--- config.mk ---
export PLATFORM = sky130hd
export DESIGN_NAME = bcd_counter4
export DESIGN_NICKNAME = d
export VERILOG_FILES = /design/src/rtl/bcd_counter4_pkg.sv /design/src/rtl/bcd_digit.sv /design/src/rtl/bcd_counter4.sv
export SDC_FILE = /design/constraint.sdc
export NUM_CORES = 1
export LEC_CHECK = 0
export ABC_AREA = 1
export CAP_MARGIN = 25
export CORE_ASPECT_RATIO = 0.5
export CORE_MARGIN = 3
export CORE_UTILIZATION = 60
export DETAILED_ROUTE_END_ITERATION = 10
export PLACE_DENSITY = 0.87
export SLEW_MARGIN = 10
export SYNTH_ARGS = -nofsm -noshare
export SYNTH_HDL_FRONTEND = slang
export SYNTH_SLANG_ARGS = --single-unit
--- constraint.sdc ---
create_clock -name CLK -period 2.1 [get_ports CLK]
set_clock_uncertainty 0.15 [all_clocks]
set_input_delay 0.42 -clock CLK [delete_from_list [all_inputs] [get_ports CLK]]
set_output_delay 0.42 -clock CLK [all_outputs]
set_load 0.02 [all_outputs]
--- src/rtl/bcd_counter4_pkg.sv ---
// Shared constants and the decade next-value helper for the four-digit BCD counter.
package bcd_counter4_pkg;

   localparam int                 DIGIT_W      = 4;
   localparam logic [DIGIT_W-1:0] BCD_MAX      = 4'd9;
   localparam int                 TICK_DIV_DEF = 50000000;
   localparam int                 SCAN_DIV_DEF = 25000;

   // Next decade value in the requested direction; wraps 9->0 and 0->9.
   function automatic logic [DIGIT_W-1:0] bcd_next(input logic [DIGIT_W-1:0] d,
                                                   input logic               up);
      logic [DIGIT_W-1:0] n;
      n = d;
      if (up) begin
         n = (d >= BCD_MAX) ? '0 : d + DIGIT_W'(1);
      end else begin
         n = (d == '0 || d > BCD_MAX) ? BCD_MAX : d - DIGIT_W'(1);
      end
      return n;
   endfunction

endpackage

--- src/rtl/bcd_digit.sv ---
// One decade cell: steps its digit when enabled and flags a carry/borrow to the next cell.
module bcd_digit
   import bcd_counter4_pkg::*;
(
   input  logic               clk,
   input  logic               rst_n,
   input  logic               clr,
   input  logic               step,
   input  logic               up,
   output logic [DIGIT_W-1:0] digit,
   output logic               carry
);

   // Carry/borrow is combinational so the whole chain ripples within one edge.
   assign carry = step & (up ? (digit == BCD_MAX) : (digit == '0));

   always_ff @(posedge clk or negedge rst_n) begin
      if (!rst_n) begin
         digit <= '0;
      end else if (clr) begin
         digit <= '0;
      end else if (step) begin
         digit <= bcd_next(digit, up);
      end
   end

endmodule

--- src/rtl/bcd_counter4.sv ---
// Four-digit up/down BCD counter with tick prescaler, wrap pulse and free-running scan clock.
module bcd_counter4
   import bcd_counter4_pkg::*;
#(
   parameter int TICK_DIV = TICK_DIV_DEF,
   parameter int SCAN_DIV = SCAN_DIV_DEF
)(
   input  logic               CLK,
   input  logic               RST_N,
   input  logic               EN,
   input  logic               CLR,
   input  logic               UP,
   output logic [DIGIT_W-1:0] CNT1_TMP,
   output logic [DIGIT_W-1:0] CNT2_TMP,
   output logic [DIGIT_W-1:0] CNT3_TMP,
   output logic [DIGIT_W-1:0] CNT4_TMP,
   output logic               WRAP,
   output logic               S_CLK
);

   localparam int PW = (TICK_DIV > 1) ? $clog2(TICK_DIV) : 1;
   localparam int SW = (SCAN_DIV > 1) ? $clog2(SCAN_DIV) : 1;

   logic [PW-1:0]      pre;
   logic [SW-1:0]      scan_cnt;
   logic               tick;
   logic [4:0]         step;
   logic [DIGIT_W-1:0] digit [4];

   assign tick    = EN & (pre == PW'(TICK_DIV - 1));
   assign step[0] = tick;

   for (genvar i = 0; i < 4; i++) begin : g_digit
      bcd_digit u_digit (
         .clk   (CLK),
         .rst_n (RST_N),
         .clr   (CLR),
         .step  (step[i]),
         .up    (UP),
         .digit (digit[i]),
         .carry (step[i+1])
      );
   end

   assign CNT1_TMP = digit[0];
   assign CNT2_TMP = digit[1];
   assign CNT3_TMP = digit[2];
   assign CNT4_TMP = digit[3];

   // Prescaler freezes while EN is low so a paused period resumes without losing a tick.
   always_ff @(posedge CLK or negedge RST_N) begin
      if (!RST_N) begin
         pre <= '0;
      end else if (CLR) begin
         pre <= '0;
      end else if (EN) begin
         pre <= tick ? '0 : pre + PW'(1);
      end
   end

   // A carry out of the top digit is exactly the 9999->0000 / 0000->9999 transition.
   always_ff @(posedge CLK or negedge RST_N) begin
      if (!RST_N) begin
         WRAP <= 1'b0;
      end else if (CLR) begin
         WRAP <= 1'b0;
      end else begin
         WRAP <= step[4];
      end
   end

   always_ff @(posedge CLK or negedge RST_N) begin
      if (!RST_N) begin
         scan_cnt <= '0;
         S_CLK    <= 1'b0;
      end else if (scan_cnt == SW'(SCAN_DIV - 1)) begin
         scan_cnt <= '0;
         S_CLK    <= ~S_CLK;
      end else begin
         scan_cnt <= scan_cnt + SW'(1);
      end
   end

endmodule
Yosys cells after proc, flatten, opt, wreduce, memory -nomap -nowiden

Cells that the tools add are included.

Flip-flop bits (word level): 59
Bits of input ports: 5
Output and inout bits: 18

$add $sub $neg: 10
Magnitude comparators: 8
Equality and inequality tests: 6
Multiplexer cells: 29
Bitwise gates (word level): 6
Reductions and logical operators: 13

Operators with widths:

| operator              | number |
|---|---|
| $mux 4                | 20 |
| $mux 26               | 3 |
| $add 26x1->26 const B | 1 |
| $eq 26x26->1 const B  | 1 |
| $add 4x1->4 const B   | 4 |
| $eq 4x4->1 const B    | 4 |
| $ge 4x4->1 const B    | 4 |
| $gt 4x4->1 const B    | 4 |
| $logic_not 4->1       | 4 |
| $sub 4x1->4 const B   | 4 |
| $add 15x1->15 const B | 1 |
| $eq 15x15->1 const B  | 1 |
| $mux 15               | 1 |
| $reduce_bool 2->1     | 5 |
| $and 1x1->1           | 5 |
| $mux 1                | 5 |
| $logic_or 1x1->1      | 4 |
| $not 1->1             | 1 |

Logic depth before layout (Yosys ltp)

Depth in word-level cells: 7
Gate-level depth with buffers: 11
Depth with buffers taken out: 11

Cells and area by module

Synthesis repeated with hierarchy kept, for this count alone.

Cells, all modules: 585
Area, all modules: 4200.3 um^2

By module, submodules not included:

| module       | times used | cells an instance | area each (um^2) |
|---|---|---|---|
| bcd_counter4 | 1          | 357               | 2538.7 |
| bcd_digit    | 4          | 57                | 415.4 |

Least setup slack after synthesis

OpenSTA, ideal clock, no wires.

Path kind: flip-flop to flip-flop
From: register g_digit[0].u_digit.digit[0]
To: register g_digit[2].u_digit.digit[2]
Setup time: 118 ps
Arrival: 1516 ps
Data required time: 1832 ps
Slack: 315 ps
Stages on the path, launching flop included: 10
Period minus slack after synthesis: 1785 ps
Cell sequence: dfrtp_1 inv_1 ha_1 nand3_2 o21ai_2 nand3_4 nor2_4 nor2_2 nand2_1 nand2_1

Cells in the longest elaborated chain, start to end: 5
Elaborated cells on any way between the ends: 6

RTL lines:

| item                                                 | line            | source |
|---|---|---|
| start, declared                                      | bcd_digit.sv:10 | `output logic [DIGIT_W-1:0] digit,` |
| start signal, assigned                               | bcd_digit.sv:23 | `digit <= bcd_next(digit, up);` |
| $eq 4x4->1 / $logic_not 4->1 (equally long branches) | bcd_digit.sv:15 | `assign carry = step & (up ? (digit == BCD_MAX) : (digit == '0));` |
| $mux 1 (*)                                           | bcd_digit.sv:15 |  |
| $and 1x1->1 (*) (2 in series)                        | bcd_digit.sv:15 |  |
| $reduce_bool 2->1 (no line) (*)                      | --              |  |
| end signal, assigned                                 | bcd_digit.sv:23 |  |
| end, declared                                        | bcd_digit.sv:10 |  |

Mark *: on every way between the ends. The rest lies on a longest branch, timed or not.
A chain may end at the register's enable or synchronous reset.

Final worst setup path

From: register g_digit[2].u_digit.digit[3]
To: output port CNT3_TMP[3]

RTL lines:

| item          | line               | source |
|---|---|---|
| end, declared | bcd_counter4.sv:15 | `output logic [DIGIT_W-1:0] CNT3_TMP,` |

No word-level cell between the ends.

==> Implementation_results.wiki <==
{| class="wikitable"
! Metric !! Value
|-
| Outcome || complete, no violations
|-
| Worst Path Arrival || 1.47 ns
|-
| Final count of hold timing violations || 0
|-
| Port bufs || 22
|-
| Max Cap Violations || 0
|-
| Final max-slew violation count || 0
|-
| Post-synthesis net count || 586
|-
| Crit path launch type || register
|-
| Total global routing overflow || 0
|-
| Critical path endpoint category || primary output
|-
| Filler instances || 484
|-
| Maximum operating frequency || 490 MHz
|-
| Die Y || 63.7 um
|-
| PnR worst setup slack || 0.0589 ns
|-
| TritonCTS clock tree || built
|-
| Slowest stage cell on the critical path || clkdlybuf4s50_1
|-
| Family of cells with the greatest summed delay on the critical path || buffers and inverters
|-
| Library cell used as clock root buffer || clkbuf_16
|-
| Crit path buffers/inverters || 1
|-
| Largest fanout on the critical path || 8
|-
| Synth async-reset ratio || 1.00
|-
| Area used by multi-input combinational logic || 0.00216 mm^2
|-
| Detailed Place HPWL || 6670 um
|-
| Leading cell type in the layout, fill and taps excluded || nand2_1
|-
| Delay of the slowest cell on the worst path || 0.66 ns
|-
| Number of warnings reported in the yosys synthesis log || 0
|-
| Worst voltage drop across the vdd grid || 0.000428 V
|-
| DR DRC count || 0
|-
| Reg clk slew, reported paths || 0.05 ns
|-
| Cells on Worst Hold Path || 1
|-
| Count of flip-flops with a built-in enable after synthesis || 0
|-
| Cell leakage power || between 2 and 2.5 nW
|-
| CP Depth || 1
|-
| Global placer's final weighted congestion || around 0.97
|-
| Post-Syn Area || between 0.003 and 0.004 mm^2
|-
| Syn Area/Cell || 7.05 um^2
|-
| Adder and majority cell fraction of the synthesized area || 0.0438
|-
| Total negative setup slack || 0 ns
|-
| Dpl cells || 686
|-
| # Post-CTS Setup Buffers || 0
|-
| Final setup vio count || 0
|-
| Global-route wire length before repair || 16,100 um
|-
| Final clock period utilization by the worst path || 0.972
|-
| Cell types occupying the most area after synthesis || dfrtp_1, nand2_1, inv_1, nand3_1, nor2_1
|-
| Number of vias after detailed routing || about 3,800
|-
| Clock Tree Buf Depth || 2
|-
| Worst-case headroom to the max-slew limit || 0.688
|-
| Clock insertion delay at the later pin of the skew report || between 0.3 and 0.4 ns
|-
| Inserted Diodes || 0
|-
| Number of cells produced by synthesis || ~570
|-
| Number of DRC markers after the initial detailed-route iteration || 237
|-
| Count of different cell masters after synthesis || 37
|-
| Via density per instance || 5.37
|-
| Required time reported for the critical path endpoint || 1.53 ns
|-
| Final net count || ~630
|-
| Count of antenna-violating nets left after detailed routing || 0
|-
| Routed length on met1 || 4170 um
|-
| Area of the die || roughly 0.0077 mm^2
|-
| Layout Cell Area excl Fill || 0.00472 mm^2
|-
| Core Area || 0.00626 mm^2
|-
| Sequential standard cell area || 0.00148 mm^2
|-
| Post-layout utilization of the core || 0.755
|-
| Antenna violations before repair || 0
|-
| CTS sink cnt || 59
|-
| Worst-case reg-to-reg path depth || 9
|-
| Avg WL per Cell || 13.0 um
|-
| R2R setup slack || 0.14 ns
|-
| Cell area after placement || 0.00442 mm^2
|-
| Worst slew pin tran || 0.465 ns
|-
| Post-synthesis compound-gate area fraction || 0.0757
|-
| Cell taking the most area after synthesis || dfrtp_1
|-
| Std-Cell Rows || 20
|-
| Commonest cells after routing, fill and taps aside || nand2_1, inv_1, nor2_1
|-
| Crit Path Category || reg2out
|-
| # H-tree levels || 3
|-
| Top routing layer in use || met4
|-
| Via count of the first global-routing pass || 3,689
|-
| Register area share after synthesis || 0.369
|-
| Wire length on met3 || 485 um
|-
| Combinational family with the most area after synthesis || simple AND/OR/NAND/NOR gates
|-
| Post-synthesis xor/xnor area fraction || 0.0460
|-
| Pre-CTS worst setup slack || -0.0793 ns
|-
| Length of routed met2 wiring || 4310 um
|-
| Power density over the cells || between 600 and 700 mW/mm^2
|-
| Fraction of synthesized area in multiplexers || 0
|-
| Worst min path class || reg2reg
|-
| DR pass1 iterations || 5
|-
| Non-filler cells, final || 702
|-
| Crit path cell chain || clkdlybuf4s50_1
|-
| Width of the die || 121 um
|-
| Unrepaired setup endpoints after global routing || false
|-
| Share of cells above drive strength 1 || 0.111
|-
| Final Routed Wirelength || about 9000 um
|-
| Final worst path period need || 2.04 ns
|-
| Boundary Pins || 23
|-
| Overall global routing resource usage || 0.257
|-
| Main synth FF type || dfrtp_1
|-
| Inserted Clock Buffers || 9
|-
| Synth-to-layout area growth || 18.1%
|-
| Basic-gate share of the synthesized area counting and, or, nand and nor cells || 0.375
|-
| Initial cell density of the core || 0.639
|-
| Share of Yosys cell area claimed by the top area cell type || 0.369
|-
| Register bit count reported by yosys || 59
|-
| Maximum number of pins on one net before global-route repair || 60
|}
## where the power goes
part | switching, mW | leakage [nW] | internal, mW | total, mW
Clock | 0.521 | 0.141 | 0.901 | 1.42
Combinational | 0.150 | 1.38 | 0.0985 | 0.248
Sequential | 0.0419 | 0.799 | 1.16 | 1.21
## area by class of cell
class,count,share of cell area
multi-input combinational,417,0.458
clock inverter,6,0.0122
clock buffer,9,0.0477
tap,88,0.0233
sequential,59,0.314
inverter,82,0.0652
timing repair buffer,41,0.0800
## registers in the layout, summed over array words and instances, names as in the netlist
name,flops
S_CLK,1
scan_cnt,15
g_digit.u_digit.digit,16
WRAP,1
pre,26
## per-stage QoR
stage	power, mW	hold WS [ns]
floorplan	1.36	-0.0256
CTS	2.89	0.322
global placement	1.46	0.299
detailed placement	1.47	0.300
finish	2.88	0.318
global route	2.99	0.327
## final timing paths
| check | startpoint | to |
|---|---|---|
| max | g_digit[2].u_digit.digit[3] | CNT3_TMP[3] |
| min | S_CLK | S_CLK |
| max reg2reg | g_digit[0].u_digit.digit[0] | g_digit[2].u_digit.digit[2] |
| min reg2reg | S_CLK | S_CLK |
| max in group asynchronous | RST_N | g_digit[0].u_digit.digit[3] |
| min in group asynchronous | RST_N | scan_cnt[2] |
## cells in the mapped netlist (7+ instances only)
library cell,n
nand2_1,149
inv_1,74
nor2_1,64
dfrtp_1,59
nand3_1,54
o21ai_0,25
a21oi_1,18
nor3_1,17
ha_1,14
nand4_1,14
xor2_1,14
xnor2_1,7
## cells by family (layout without fill, tap and decap cells)
group | Yosys count | count (layout)
AND/OR/NAND/NOR | 326 | 326
adder cells (fa/ha/maj) | 14 | 14
buffers and inverters | 91 | 138
flip-flops | 59 | 59
XOR/XNOR | 21 | 21
AO/OA/AOI/OAI | 56 | 56
## metal layers
layer / up-vias / GRT usage
met1: 1762 / 0.324
met3: 16 / 0.0726
met4: 0 / 0.0922
met5: - / 0
li1: 1891 / -
met2: 102 / 0.424
## timing repair
item / CTS / global route
endpoints found under the setup margin: 0 / 6
resized for setup: 0 / 6
endpoints found under the hold margin: 59 / 0
hold buffers: 1 / 0
No activity file was read; power rests on OpenSTA's default activity.
